==> src/rtl/tl_sink_remapper_pkg.sv <==
// Shared TileLink channel payload types and helpers for the sink remapper.
// Sink fields travel on separate ports because their width differs per side.
package tl_sink_remapper_pkg;

    localparam int TL_DW       = 64;
    localparam int TL_AW       = 56;
    localparam int TL_SRCW     = 1;
    localparam int TL_SZW      = 3;
    localparam int TL_MAX_SIZE = 6;

    typedef enum logic [2:0] {
        ACCESS_ACK      = 3'd0,
        ACCESS_ACK_DATA = 3'd1,
        HINT_ACK        = 3'd2,
        GRANT           = 3'd4,
        GRANT_DATA      = 3'd5,
        RELEASE_ACK     = 3'd6
    } tl_d_op_e;

    typedef struct packed {
        logic [2:0]          opcode;
        logic [2:0]          param;
        logic [TL_SZW-1:0]   size;
        logic [TL_SRCW-1:0]  source;
        logic [TL_AW-1:0]    address;
        logic [TL_DW/8-1:0]  mask;
        logic [TL_DW-1:0]    data;
        logic                corrupt;
    } tl_a_t;

    typedef struct packed {
        logic [2:0]          opcode;
        logic [1:0]          param;
        logic [TL_SZW-1:0]   size;
        logic [TL_SRCW-1:0]  source;
        logic [TL_AW-1:0]    address;
        logic [TL_DW/8-1:0]  mask;
        logic [TL_DW-1:0]    data;
        logic                corrupt;
    } tl_b_t;

    typedef struct packed {
        logic [2:0]          opcode;
        logic [2:0]          param;
        logic [TL_SZW-1:0]   size;
        logic [TL_SRCW-1:0]  source;
        logic [TL_AW-1:0]    address;
        logic [TL_DW-1:0]    data;
        logic                corrupt;
    } tl_c_t;

    typedef struct packed {
        tl_d_op_e            opcode;
        logic [1:0]          param;
        logic [TL_SZW-1:0]   size;
        logic [TL_SRCW-1:0]  source;
        logic                denied;
        logic [TL_DW-1:0]    data;
        logic                corrupt;
    } tl_d_t;

    // Beats in a data-carrying message of 2**size bytes on a data_width-bit bus.
    function automatic int unsigned tl_beats(input int unsigned size, input int unsigned data_width);
        int unsigned lg;
        lg = $clog2(data_width / 8);
        return (size > lg) ? (32'd1 << (size - lg)) : 32'd1;
    endfunction

    function automatic int tl_slot_width(input int num_slots);
        return (num_slots > 1) ? $clog2(num_slots) : 1;
    endfunction

endpackage

==> src/rtl/tl_sink_remapper_alloc.sv <==
// Host sink slot table: tracks which host slots hold an outstanding grant and
// the device sink each one maps back to.
module tl_sink_alloc
    import tl_sink_remapper_pkg::*;
#(
    parameter int NumSlots        = 2,
    parameter int DeviceSinkWidth = 2,
    parameter int SlotWidth       = tl_slot_width(NumSlots),
    parameter int CntWidth        = $clog2(NumSlots + 1)
) (
    input  logic                       clk_i,
    input  logic                       rst_i,
    input  logic                       alloc_req,
    output logic                       alloc_gnt,
    output logic [SlotWidth-1:0]       alloc_slot,
    input  logic                       alloc_commit,
    input  logic [DeviceSinkWidth-1:0] alloc_sink,
    input  logic                       free_valid,
    input  logic [SlotWidth-1:0]       free_slot,
    input  logic [SlotWidth-1:0]       lookup_slot,
    output logic [DeviceSinkWidth-1:0] lookup_sink,
    output logic                       lookup_valid,
    output logic [CntWidth-1:0]        slots_free
);

    logic [NumSlots-1:0]        valid_q, valid_d;
    logic [DeviceSinkWidth-1:0] table_q [NumSlots];
    logic [DeviceSinkWidth-1:0] table_d [NumSlots];
    logic                       free_found;
    logic [SlotWidth-1:0]       lowest_free;
    logic [CntWidth-1:0]        used;

    // Descending scan so the last write wins with the lowest free index.
    always_comb begin
        free_found  = 1'b0;
        lowest_free = '0;
        for (int i = NumSlots - 1; i >= 0; i--) begin
            if (!valid_q[i]) begin
                free_found  = 1'b1;
                lowest_free = SlotWidth'(i);
            end
        end
    end

    assign alloc_gnt  = alloc_req & free_found;
    assign alloc_slot = lowest_free;

    always_comb begin
        valid_d = valid_q;
        table_d = table_q;
        for (int i = 0; i < NumSlots; i++) begin
            if (alloc_commit && alloc_gnt && (lowest_free == SlotWidth'(i))) begin
                valid_d[i] = 1'b1;
                table_d[i] = alloc_sink;
            end
            if (free_valid && (free_slot == SlotWidth'(i))) begin
                valid_d[i] = 1'b0;
            end
        end
    end

    always_comb begin
        lookup_sink  = '0;
        lookup_valid = 1'b0;
        used         = '0;
        for (int i = 0; i < NumSlots; i++) begin
            if (lookup_slot == SlotWidth'(i)) begin
                lookup_sink  = table_q[i];
                lookup_valid = valid_q[i];
            end
            used = used + CntWidth'(valid_q[i]);
        end
        slots_free = CntWidth'(NumSlots) - used;
    end

    always_ff @(posedge clk_i) begin
        if (rst_i) begin
            valid_q <= '0;
            for (int i = 0; i < NumSlots; i++) begin
                table_q[i] <= '0;
            end
        end else begin
            valid_q <= valid_d;
            for (int i = 0; i < NumSlots; i++) begin
                table_q[i] <= table_d[i];
            end
        end
    end

endmodule

==> src/rtl/tl_sink_remapper.sv <==
// Remaps TileLink D/E sink IDs between a device-side sink space and a host-side
// slot space; A/B/C pass straight through.
module tl_sink_remapper
    import tl_sink_remapper_pkg::*;
#(
    parameter int DataWidth       = TL_DW,
    parameter int HostSinkWidth   = 1,
    parameter int DeviceSinkWidth = 2,
    parameter int NumSlots        = 2 ** HostSinkWidth,
    parameter int MaxSize         = TL_MAX_SIZE
) (
    input  logic                          clk_i,
    input  logic                          rst_i,

    input  logic                          host_a_valid,
    output logic                          host_a_ready,
    input  tl_a_t                         host_a,
    output logic                          device_a_valid,
    input  logic                          device_a_ready,
    output tl_a_t                         device_a,

    output logic                          host_b_valid,
    input  logic                          host_b_ready,
    output tl_b_t                         host_b,
    input  logic                          device_b_valid,
    output logic                          device_b_ready,
    input  tl_b_t                         device_b,

    input  logic                          host_c_valid,
    output logic                          host_c_ready,
    input  tl_c_t                         host_c,
    output logic                          device_c_valid,
    input  logic                          device_c_ready,
    output tl_c_t                         device_c,

    output logic                          host_d_valid,
    input  logic                          host_d_ready,
    output tl_d_t                         host_d,
    output logic [HostSinkWidth-1:0]      host_d_sink,
    input  logic                          device_d_valid,
    output logic                          device_d_ready,
    input  tl_d_t                         device_d,
    input  logic [DeviceSinkWidth-1:0]    device_d_sink,

    input  logic                          host_e_valid,
    output logic                          host_e_ready,
    input  logic [HostSinkWidth-1:0]      host_e_sink,
    output logic                          device_e_valid,
    input  logic                          device_e_ready,
    output logic [DeviceSinkWidth-1:0]    device_e_sink,

    output logic [$clog2(NumSlots+1)-1:0] slots_free_o
);

    localparam int LgBytes = $clog2(DataWidth / 8);
    localparam int BeatW   = (MaxSize > LgBytes) ? (MaxSize - LgBytes) : 1;
    localparam int SlotW   = tl_slot_width(NumSlots);

    logic [BeatW-1:0]           beat_cnt_q, beat_cnt_d;
    logic [SlotW-1:0]           burst_slot_q, burst_slot_d;
    logic                       d_first, d_is_grant, d_has_data, d_last;
    logic                       alloc_beat, alloc_gnt, d_stall, d_fire;
    logic [SlotW-1:0]           alloc_slot;
    int unsigned                d_beats;
    logic                       e_fire, e_in_range, lookup_valid;
    logic [DeviceSinkWidth-1:0] lookup_sink;

    assign device_a_valid = host_a_valid & ~rst_i;
    assign host_a_ready   = device_a_ready & ~rst_i;
    assign device_a       = host_a;
    assign host_b_valid   = device_b_valid & ~rst_i;
    assign device_b_ready = host_b_ready & ~rst_i;
    assign host_b         = device_b;
    assign device_c_valid = host_c_valid & ~rst_i;
    assign host_c_ready   = device_c_ready & ~rst_i;
    assign device_c       = host_c;

    assign d_first    = (beat_cnt_q == '0);
    assign d_is_grant = (device_d.opcode == GRANT) || (device_d.opcode == GRANT_DATA);
    assign d_has_data = (device_d.opcode == GRANT_DATA) || (device_d.opcode == ACCESS_ACK_DATA);
    assign alloc_beat = device_d_valid & d_first & d_is_grant;

    // A first grant beat with no free slot is held off on both sides at once.
    assign d_stall        = alloc_beat & ~alloc_gnt;
    assign host_d_valid   = device_d_valid & ~d_stall & ~rst_i;
    assign device_d_ready = host_d_ready & ~d_stall & ~rst_i;
    assign d_fire         = device_d_valid & device_d_ready;
    assign host_d         = device_d;

    always_comb begin
        d_beats = d_has_data ? tl_beats(32'(device_d.size), 32'(DataWidth)) : 32'd1;
        d_last  = (32'(beat_cnt_q) == (d_beats - 32'd1));

        beat_cnt_d = beat_cnt_q;
        if (d_fire) begin
            beat_cnt_d = d_last ? '0 : (beat_cnt_q + BeatW'(1));
        end

        burst_slot_d = burst_slot_q;
        if (d_fire && alloc_beat) begin
            burst_slot_d = alloc_slot;
        end

        host_d_sink = '0;
        if (d_is_grant) begin
            host_d_sink = HostSinkWidth'(d_first ? alloc_slot : burst_slot_q);
        end
    end

    assign device_e_valid = host_e_valid & ~rst_i;
    assign host_e_ready   = device_e_ready & ~rst_i;
    assign e_fire         = device_e_valid & device_e_ready;
    assign e_in_range     = (32'(host_e_sink) < 32'(NumSlots));
    assign device_e_sink  = e_in_range ? lookup_sink : '0;

    tl_sink_alloc #(
        .NumSlots        (NumSlots),
        .DeviceSinkWidth (DeviceSinkWidth),
        .SlotWidth       (SlotW),
        .CntWidth        ($clog2(NumSlots + 1))
    ) u_alloc (
        .clk_i        (clk_i),
        .rst_i        (rst_i),
        .alloc_req    (alloc_beat),
        .alloc_gnt    (alloc_gnt),
        .alloc_slot   (alloc_slot),
        .alloc_commit (d_fire & alloc_beat),
        .alloc_sink   (device_d_sink),
        .free_valid   (e_fire & e_in_range & lookup_valid),
        .free_slot    (SlotW'(host_e_sink)),
        .lookup_slot  (SlotW'(host_e_sink)),
        .lookup_sink  (lookup_sink),
        .lookup_valid (lookup_valid),
        .slots_free   (slots_free_o)
    );

    always_ff @(posedge clk_i) begin
        if (rst_i) begin
            beat_cnt_q   <= '0;
            burst_slot_q <= '0;
        end else begin
            beat_cnt_q   <= beat_cnt_d;
            burst_slot_q <= burst_slot_d;
        end
    end

    // GrantAck must name a slot that currently holds a grant.
    e_sink_legal: assert property (@(posedge clk_i) disable iff (rst_i)
        e_fire |-> (e_in_range && lookup_valid));

endmodule

==> config.mk <==
export PLATFORM = sky130hd
export DESIGN_NAME = tl_sink_remapper
export DESIGN_NICKNAME = d
export VERILOG_FILES = /design/src/rtl/tl_sink_remapper_pkg.sv /design/src/rtl/tl_sink_remapper_alloc.sv /design/src/rtl/tl_sink_remapper.sv
export SDC_FILE = /design/constraint.sdc
export NUM_CORES = 1
export LEC_CHECK = 0
export CAP_MARGIN = 25
export CELL_PAD_IN_SITES_DETAIL_PLACEMENT = 0
export CELL_PAD_IN_SITES_GLOBAL_PLACEMENT = 1
export CORE_AREA = 2 2 385 387
export DETAILED_ROUTE_END_ITERATION = 10
export DIE_AREA = 0 0 387 389
export GPL_ROUTABILITY_DRIVEN = 0
export GPL_TIMING_DRIVEN = 0
export PLACE_DENSITY_LB_ADDON = 0.1
export SKIP_LAST_GASP = 1
export SYNTH_ARGS = -nofsm -noshare
export SYNTH_HDL_FRONTEND = slang
export SYNTH_HIERARCHICAL = 1
export SYNTH_SLANG_ARGS = --single-unit
==> constraint.sdc <==
create_clock -name clk_i -period 5.8 [get_ports clk_i]
set_input_delay 0.87 -clock clk_i [delete_from_list [all_inputs] [get_ports clk_i]]
set_output_delay 0.87 -clock clk_i [all_outputs]
set_load 0.02 [all_outputs]
==> results of run 1 <==
## how the worst min path moves through the flow
| stage | startpoint | end | cells after the start |
|---|---|---|---|
| global placement | u_alloc/table_q[3] | u_alloc/table_q[3] | 2 |
| global route | u_alloc/table_q[2] | u_alloc/table_q[2] | 2 |
| CTS | u_alloc/table_q[2] | u_alloc/table_q[2] | 2 |
| detailed placement | u_alloc/table_q[2] | u_alloc/table_q[2] | 2 |
| floorplan | u_alloc/table_q[2] | u_alloc/table_q[2] | 2 |
| finish | u_alloc/table_q[2] | u_alloc/table_q[2] | 2 |
## cells in the final DEF, fill, tap and decap left out, types with 3 or more instances in the layout
cell / netlist / final
sky130_fd_sc_hd__mux2i_1: 7 / 7
sky130_fd_sc_hd__nand2_1: 4 / 4
sky130_fd_sc_hd__dfxtp_1: 10 / 10
sky130_fd_sc_hd__nor2_1: 7 / 7
sky130_fd_sc_hd__ha_1: 8 / 8
sky130_fd_sc_hd__a21oi_1: 3 / 3
sky130_fd_sc_hd__nand2b_1: 6 / 6
sky130_fd_sc_hd__clkdlybuf4s50_1: 0 / 518
sky130_fd_sc_hd__inv_1: 11 / 11
sky130_fd_sc_hd__nor2b_1: 9 / 9
sky130_fd_sc_hd__clkbuf_16: 0 / 3
sky130_fd_sc_hd__xnor2_1: 3 / 3
sky130_fd_sc_hd__buf_4: 483 / 483
## power breakdown
| part | internal [mW] | switching, mW | leakage [nW] |
|---|---|---|---|
| clock | 0.105 | 0.0503 | 0.0442 |
| sequential | 0.0691 | 0.000315 | 0.0805 |
| combinational | 0.516 | 0.409 | 4.61 |
| total | 0.690 | 0.459 | 4.74 |
## area by class of cell
type / instances / area, um^2 / share of cell area [%]
Buffer: 484 / 3630 / 29.9
Clock buffer: 4 / 88.8 / 0.731
Timing Repair Buffer: 518 / 5180 / 42.7
Tap cell: 1930 / 2410 / 19.9
Inverter: 11 / 41.3 / 0.340
Sequential cell: 10 / 200 / 1.65
Multi-Input combinational cell: 75 / 589 / 4.85
## logic make-up after synthesis
family,Yosys count,synth area share (%)
and+or+nand+nor,42,6.09
DFF,10,4.49
muxes,9,2.08
AOI/OAI and AO/OA,12,2.02
xor gates and xnor gates,4,0.786
adders and majority gates,8,2.24
buffers and inverters,495,82.3
## state kept, by name (all words and copies together) (netlist names)
signal           cells
u_alloc/table_q      4
burst_slot_q         1
beat_cnt_q           3
u_alloc/valid_q      2
## critical path, cell delays in order
cell                              delay [ps]
sky130_fd_sc_hd__clkdlybuf4s50_1         600
sky130_fd_sc_hd__and4bb_4                440
sky130_fd_sc_hd__and2_1                  230
sky130_fd_sc_hd__nor2b_1                 200
sky130_fd_sc_hd__inv_1                    90
sky130_fd_sc_hd__a21boi_0                340
sky130_fd_sc_hd__clkdlybuf4s50_1         720
## per-layer routing
layer	GRT usage [%]	vias up
li1	-	2350
met1	3.67	2284
met2	9.72	471
met3	1.95	22
met4	0.998	6
met5	0	-
## per-stage QoR
stage               setup slack (ps)  hold WS, ps  cell area, um^2  utilization (%)
floorplan                       2860          444             4460                -
global placement                1200          461            12100             8.23
detailed placement              1210          460            12100             8.23
CTS                             1210          474            12100             8.29
global route                    1040          497            12100             8.29
finish                          1440          470            12100             8.29
==> flow_results.org, run 1 <==
** Worst setup path
- Category of the critical setup timing path :: primary input to primary output
- Data arrival time of the critical path :: 3490 ps
- The critical path ends at device_d_ready.
- The worst register-to-register path begins at beat_cnt_q[0].
- Endpoint of the lowest-slack register-to-register path :: beat_cnt_q[2]
- Setup slack on the worst reg-to-reg path comes out at around 3400 ps.
- Counting cells, the worst reg-to-reg path comes to 9.
- Worst-path maximum fanout :: 5
- STA classifies the critical path endpoint as a primary output.
- STA classifies the critical path startpoint as a primary input.
- Worst Path Required :: ~5000 ps
- Beginning of the critical path :: device_d[73]

** GRT
- The via count of the first global-routing pass is approximately 5400.
- Wire length of the first global-routing pass :: approximately 47 mm
- The initial antenna violation count is 7.
- Gr ovfl total :: 0
- Pin count of the biggest net entering global routing :: 15
- Global-route usage over all layers :: between 4 and 5%

** Power
- Power spread over the standard cell area amounts to between 90 and 100 nW/um^2.
- The worst-case IR drop observed on VDD is just under 0.07 mV.
- Leakage Power :: between 4 and 5 nW
- Total design power :: ~1.1 mW

** Synthesis
- Synthesized area per cell :: 7.69 um^2
- Async set-reset flop share out of synthesis :: 0%
- Number of enable flip-flop cells after synthesis :: 0
- After synthesis, the netlist uses 35 different library cells.
- Ranking of synthesized cells by area :: sky130_fd_sc_hd__buf_4, sky130_fd_sc_hd__dfxtp_1, sky130_fd_sc_hd__ha_1
- The commonest cells after synthesis are sky130_fd_sc_hd__buf_4, sky130_fd_sc_hd__inv_1, sky130_fd_sc_hd__dfxtp_1, sky130_fd_sc_hd__nor2b_1, sky130_fd_sc_hd__ha_1.
- Counting every instance in the synthesized netlist gives 580.
- By instance count, the leading cell after synthesis is sky130_fd_sc_hd__buf_4.
- sky130_fd_sc_hd__buf_4 takes more of the synthesized area than any other cell.
- Cell Area, Synth :: between 4000 and 5000 um^2
- Flop and latch count out of synthesis :: 10
- The top cell type by area accounts for approximately four fifths of the synthesized area.
- Top flip-flop cell by instance count after synthesis :: sky130_fd_sc_hd__dfxtp_1
- Yosys printed 6 warnings.
- Register area share after synthesis :: 4.49%
- Synthesized netlist net count :: 1086

** STA
- Final setup skew :: roughly 5.1 ps
- The final hold violation count was 0.
- Fraction of the cycle the final worst path needs :: between 70 and 80%
- Final min period :: 4360 ps
- Unrepaired setup endpoints after global routing :: no
- Tightest slew margin relative to the limit :: between 40% and 50%
- The count of final max-slew check failures was 0.
- Setup-failing EPs final :: 0
- Derived from the worst setup path, the maximum achievable clock frequency is 0.229 GHz.
- Slew of the pin with the lowest slew margin :: between 800 and 900 ps
- Adding up every negative setup slack in the final design gives 0 ps.

** Floorplan
- 996 I/O pins were placed.
- # rows :: roughly 140
- Die footprint :: 151000 um^2
- Die Height :: a little under 400 um
- The core region is around 150000 um^2.
- In this run the horizontal extent of the chip is roughly 390 um.
- For this configuration, the core starts out at a cell density of 3.04%.

** Clocking
- TritonCTS built the clock tree.
- In this run the deepest clock path goes through 2 buffers.
- Clock slew at the register clock pins of the worst setup and hold paths :: 50 ps
- Clk Tree Root Cell :: sky130_fd_sc_hd__clkbuf_16
- After clock tree synthesis, the flow added hold-fix buffers numbering 0.
- After clock tree synthesis, the setup repair step added 0 buffers.
- Number of sinks driven by the clock tree :: 10
- For the worst-skew pair, the clock arrives at the later sink with an insertion delay of approximately 260 ps.
- PostCTS Resize Cnt :: 0
- TritonCTS created 3 clock buffers.
- H-tree depth :: 1

** Route
- Detailed routing placed a total of approximately 22 mm of wire on met2.
- In the routed design, unresolved DRC markers number 0.
- Once detail routing completed, the nets flagged for antenna violations numbered 0.
- After detailed routing, the number of vias per cell comes to ~1.7.
- After detailed routing, no signal wire sits above met5.
- In the final routing, the length of wire on met1 measures 10.2 mm.
- The first routing iteration left 80 violations.
- Final wirelength :: 37.4 mm
- Detail-routed net length per standard cell :: approximately 12 um
- Via count :: about 5100
- Amount of wire on met3 after detailed routing :: 3.85 mm
- DR pass1 iterations :: 4

** Placed design
- DPL Wire Length :: approximately 36 mm
- Including well taps, the total number of placed cells is around 3000.
- Port buffering added between 500 and 600 buffers.

** Run
- Across the run, the number of max-cap violations was 0.

** Hold path
- The min-delay analysis places its worst path in the category flip-flop to flip-flop.

** Final layout
- For this run, the number of standard cells in the final layout without fillers is 3032.
- Counting the fill cells in the layout gives between 15000 and 20000.
- Net count reported at finish :: 1609
- In the final layout, the share of cells above drive strength 1 is 44.6%.
- Diodes inserted :: 0
- Layout area overhead :: 172%

** Run status
- The flow ran to the end, and the final reports show no timing, DRC or antenna violations.
(Power assumes the default switching activity.)
==> inputs of run 2 (changes only) <==
==> constraint.sdc (replaced) <==
create_clock -name clk_i -period 3.55 [get_ports clk_i]
set_input_delay 0.5325 -clock clk_i [delete_from_list [all_inputs] [get_ports clk_i]]
set_output_delay 0.5325 -clock clk_i [all_outputs]
set_load 0.02 [all_outputs]
==> run 2 against run 1 <==
Against the previous run: non-clock buffer count unchanged; cell area about the same; cell count stayed put; die area did not move; critical path type unchanged.
==> flow_results.org, run 2 (synthesized netlist as in run 1, its figures left out) <==
** Clocking
- Number of sinks driven by the clock tree :: 10
- Bufs on Longest Clock Path :: 2
- CTS tree :: done
- The tree is rooted in a sky130_fd_sc_hd__clkbuf_16.
- Clock network latency to the later pin of the worst-skew pair :: approximately 260 ps
- The number of setup buffers added after CTS is 0.
- Buffers inserted during clock tree synthesis total 3.
- In this run the number of H-tree levels came out at 1.
- Clock slew at the register clock pins of the worst setup and hold paths :: around 50 ps

** Final layout
- Top register by number of flip-flops :: u_alloc/table_q
- Flip-flop count of the largest register after layout :: 4
- Final std cells w/o fill :: 3032
- Layout area overhead :: 172%
- Post-route cell area :: ~12000 um^2
- The final layout contains 1609 nets.
- In the final layout, the registers with the most flip-flops are u_alloc/table_q x4, beat_cnt_q x3, u_alloc/valid_q x2.
- Share of layout cells above drive strength 1 :: 44.6%
- The library cell used most frequently in the layout, excluding fill and tap cells, is sky130_fd_sc_hd__clkdlybuf4s50_1.
- Diodes inserted :: 0
- In the layout the commonest cells are sky130_fd_sc_hd__clkdlybuf4s50_1, sky130_fd_sc_hd__buf_4, sky130_fd_sc_hd__inv_1.
- Fill cells in the final layout number around 17000.

** GRT
- Pin count of the biggest net entering global routing :: 15
- Global routing used around 4.5% of the available tracks.
- Global routing finished with a remaining overflow of 0.
- Wire length of the first global-routing pass :: around 47 mm
- Initial antenna violation count :: 8
- The via count of the first global-routing pass is around 5400.

** Floorplan
- Floorplan Core Area :: between 100000 and 150000 um^2
- Measured along the x axis, the die boundary spans around 390 um.
- Die footprint :: between 150000 and 200000 um^2
- Number of ports placed on the die boundary :: 996
- Die Height :: slightly below 400 um
- Initial cell density of the core :: 3.04%
- The floorplan has 141 rows.

** STA
- In this run the tightest slew margin relative to its limit is a little under half.
- The final hold violation count was 0.
- Across all hold checks on the routed design, the worst slack comes to 470 ps.
- Static timing analysis puts the maximum clock frequency at 0.295 GHz.
- Max Slew Vio Count :: 0
- For the pin with the worst max-slew slack, the measured transition is 825 ps.
- The final critical path takes up 95.4% of the cycle.
- Setup violations remaining at the end of the flow were counted as 0.
- Final min period :: about 3400 ps
- Across the routed clock network, the largest skew measured is approximately 6.6 ps.

** Power
- Ratio of total power to cell area :: approximately 150 nW/um^2
- The analysis attributes to cell leakage a power of ~4.7 nW.
- Proportion of power drawn by combinational gates :: between 80% and 90%
- Worst voltage drop across the vdd grid :: between 0.1 and 0.15 mV
- Switching share of total power :: approximately two fifths
- Switching power :: roughly 0.75 mW
- Sequential cells account for under 10% of the total power.
- Internal Dissipation :: ~1.1 mW
- Relative contribution of the clock network to total power :: between 10% and 20%
- Total design power :: 1.88 mW

** Run
- Number of maximum-capacitance violations :: 0

** Placed design
- Area after detailed placement :: ~12000 um^2
- # placed instances :: about 3000
- The HPWL after detailed placement is between 30 and 40 mm.
- Port buffer count :: 518

** Route
- Via count :: 5129
- In this run the remaining antenna-violating nets after routing total 0.
- Detail-routed net length per standard cell :: 12.3 um
- In the routed design, unresolved DRC markers number 0.
- Via count normalized by instance count :: 1.69
- For this block, the initial DRC count from the detailed router was 70.
- For this block, the routed nets add up to 37.4 mm of wire.
- The pre-antenna-repair detailed-routing pass consisted of 4 iterations.

** Worst setup path
- CP endpoint kind :: primary output
- Worst Path Required :: about 3000 ps
- Of all nets on the critical path, the largest fanout is 5.
- Critical Path Start Type :: primary input
- Data arrives at the worst endpoint at 2850 ps.
- The critical path is of the primary input to primary output type.

** Run status
- Result of the run :: complete, no violations

** Hold path
- In this run the worst hold path is classified as flip-flop to flip-flop.
-- run 2: cell types whose count changed in the layout (fill, tap and decap cells not counted), sizes merged --
cell	previous run	this run
dlygate4sd2	0	3
clkdlybuf4s15	0	1
clkdlybuf4s50	518	514
-- run 2: layout make-up --
| type | count | area [um^2] | share of cell area, % |
|---|---|---|---|
| buffer | 484 | 3630 | 29.9 |
| clock buffer | 4 | 88.8 | 0.731 |
| inverter | 11 | 41.3 | 0.340 |
| multi-input combinational | 75 | 589 | 4.85 |
| sequential | 10 | 200 | 1.65 |
| tap | 1930 | 2410 | 19.9 |
| timing repair buffer | 518 | 5180 | 42.7 |
-- run 2: metrics by stage --
step | util, % | setup WS (ps) | TNS (ps)
floorplan | - | 979 | 0
global placement | 8.23 | -373 | -2050
detailed placement | 8.23 | -368 | -1960
finish | 8.28 | 165 | 0
global route | 8.28 | -8.03 | -8.03
CTS | 8.28 | -26.0 | -49.6
-- run 2: critical path, cell delays in order --
cell                              delay, ps
sky130_fd_sc_hd__clkdlybuf4s50_1        600
sky130_fd_sc_hd__and4bb_4               440
sky130_fd_sc_hd__and2_1                 230
sky130_fd_sc_hd__nor2b_1                200
sky130_fd_sc_hd__inv_1                  100
sky130_fd_sc_hd__nand2_1                160
sky130_fd_sc_hd__nand2_1                 80
sky130_fd_sc_hd__nor2_1                 100
sky130_fd_sc_hd__dlygate4sd2_1          410
-- run 2: power groups by stage --
stage	clock network (mW)	registers, mW	logic [mW]
floorplan	0	0.115	0.831
global placement	0	0.116	1.55
detailed placement	0	0.116	1.54
CTS	0.268	0.113	1.54
global route	0.279	0.113	1.58
finish	0.252	0.113	1.51
-- run 2: path summary, 6_finish.rpt --
path	start	end	slack, ps	cells past startpoint
hold / removal	u_alloc/table_q[2]	u_alloc/table_q[2]	470	2
hold reg to reg	u_alloc/table_q[2]	u_alloc/table_q[2]	470	2
setup / recovery	device_d[73]	host_d_valid	160	9
setup reg to reg	beat_cnt_q[0]	beat_cnt_q[2]	1100	9
-- run 2: routing by layer --
metal / GRT usage (%) / wire [um] / share of wire (%) / up-vias
li1: - / - / - / 2350
met1: 3.67 / 10200 / 27 / 2278
met2: 9.72 / 22400 / 60 / 473
met3: 1.95 / 3870 / 10 / 22
met4: 0.998 / 855 / 2.3 / 6
met5: 0 / 34 / 0.091 / -
-- run 2: what timing repair did --
item                       in CTS  in global routing
gates resized for setup         5                  1
hold buffers                    0                  0
setup endpoints to repair       7                  4
gates cloned                    0                  0
pin swaps                       0                  0
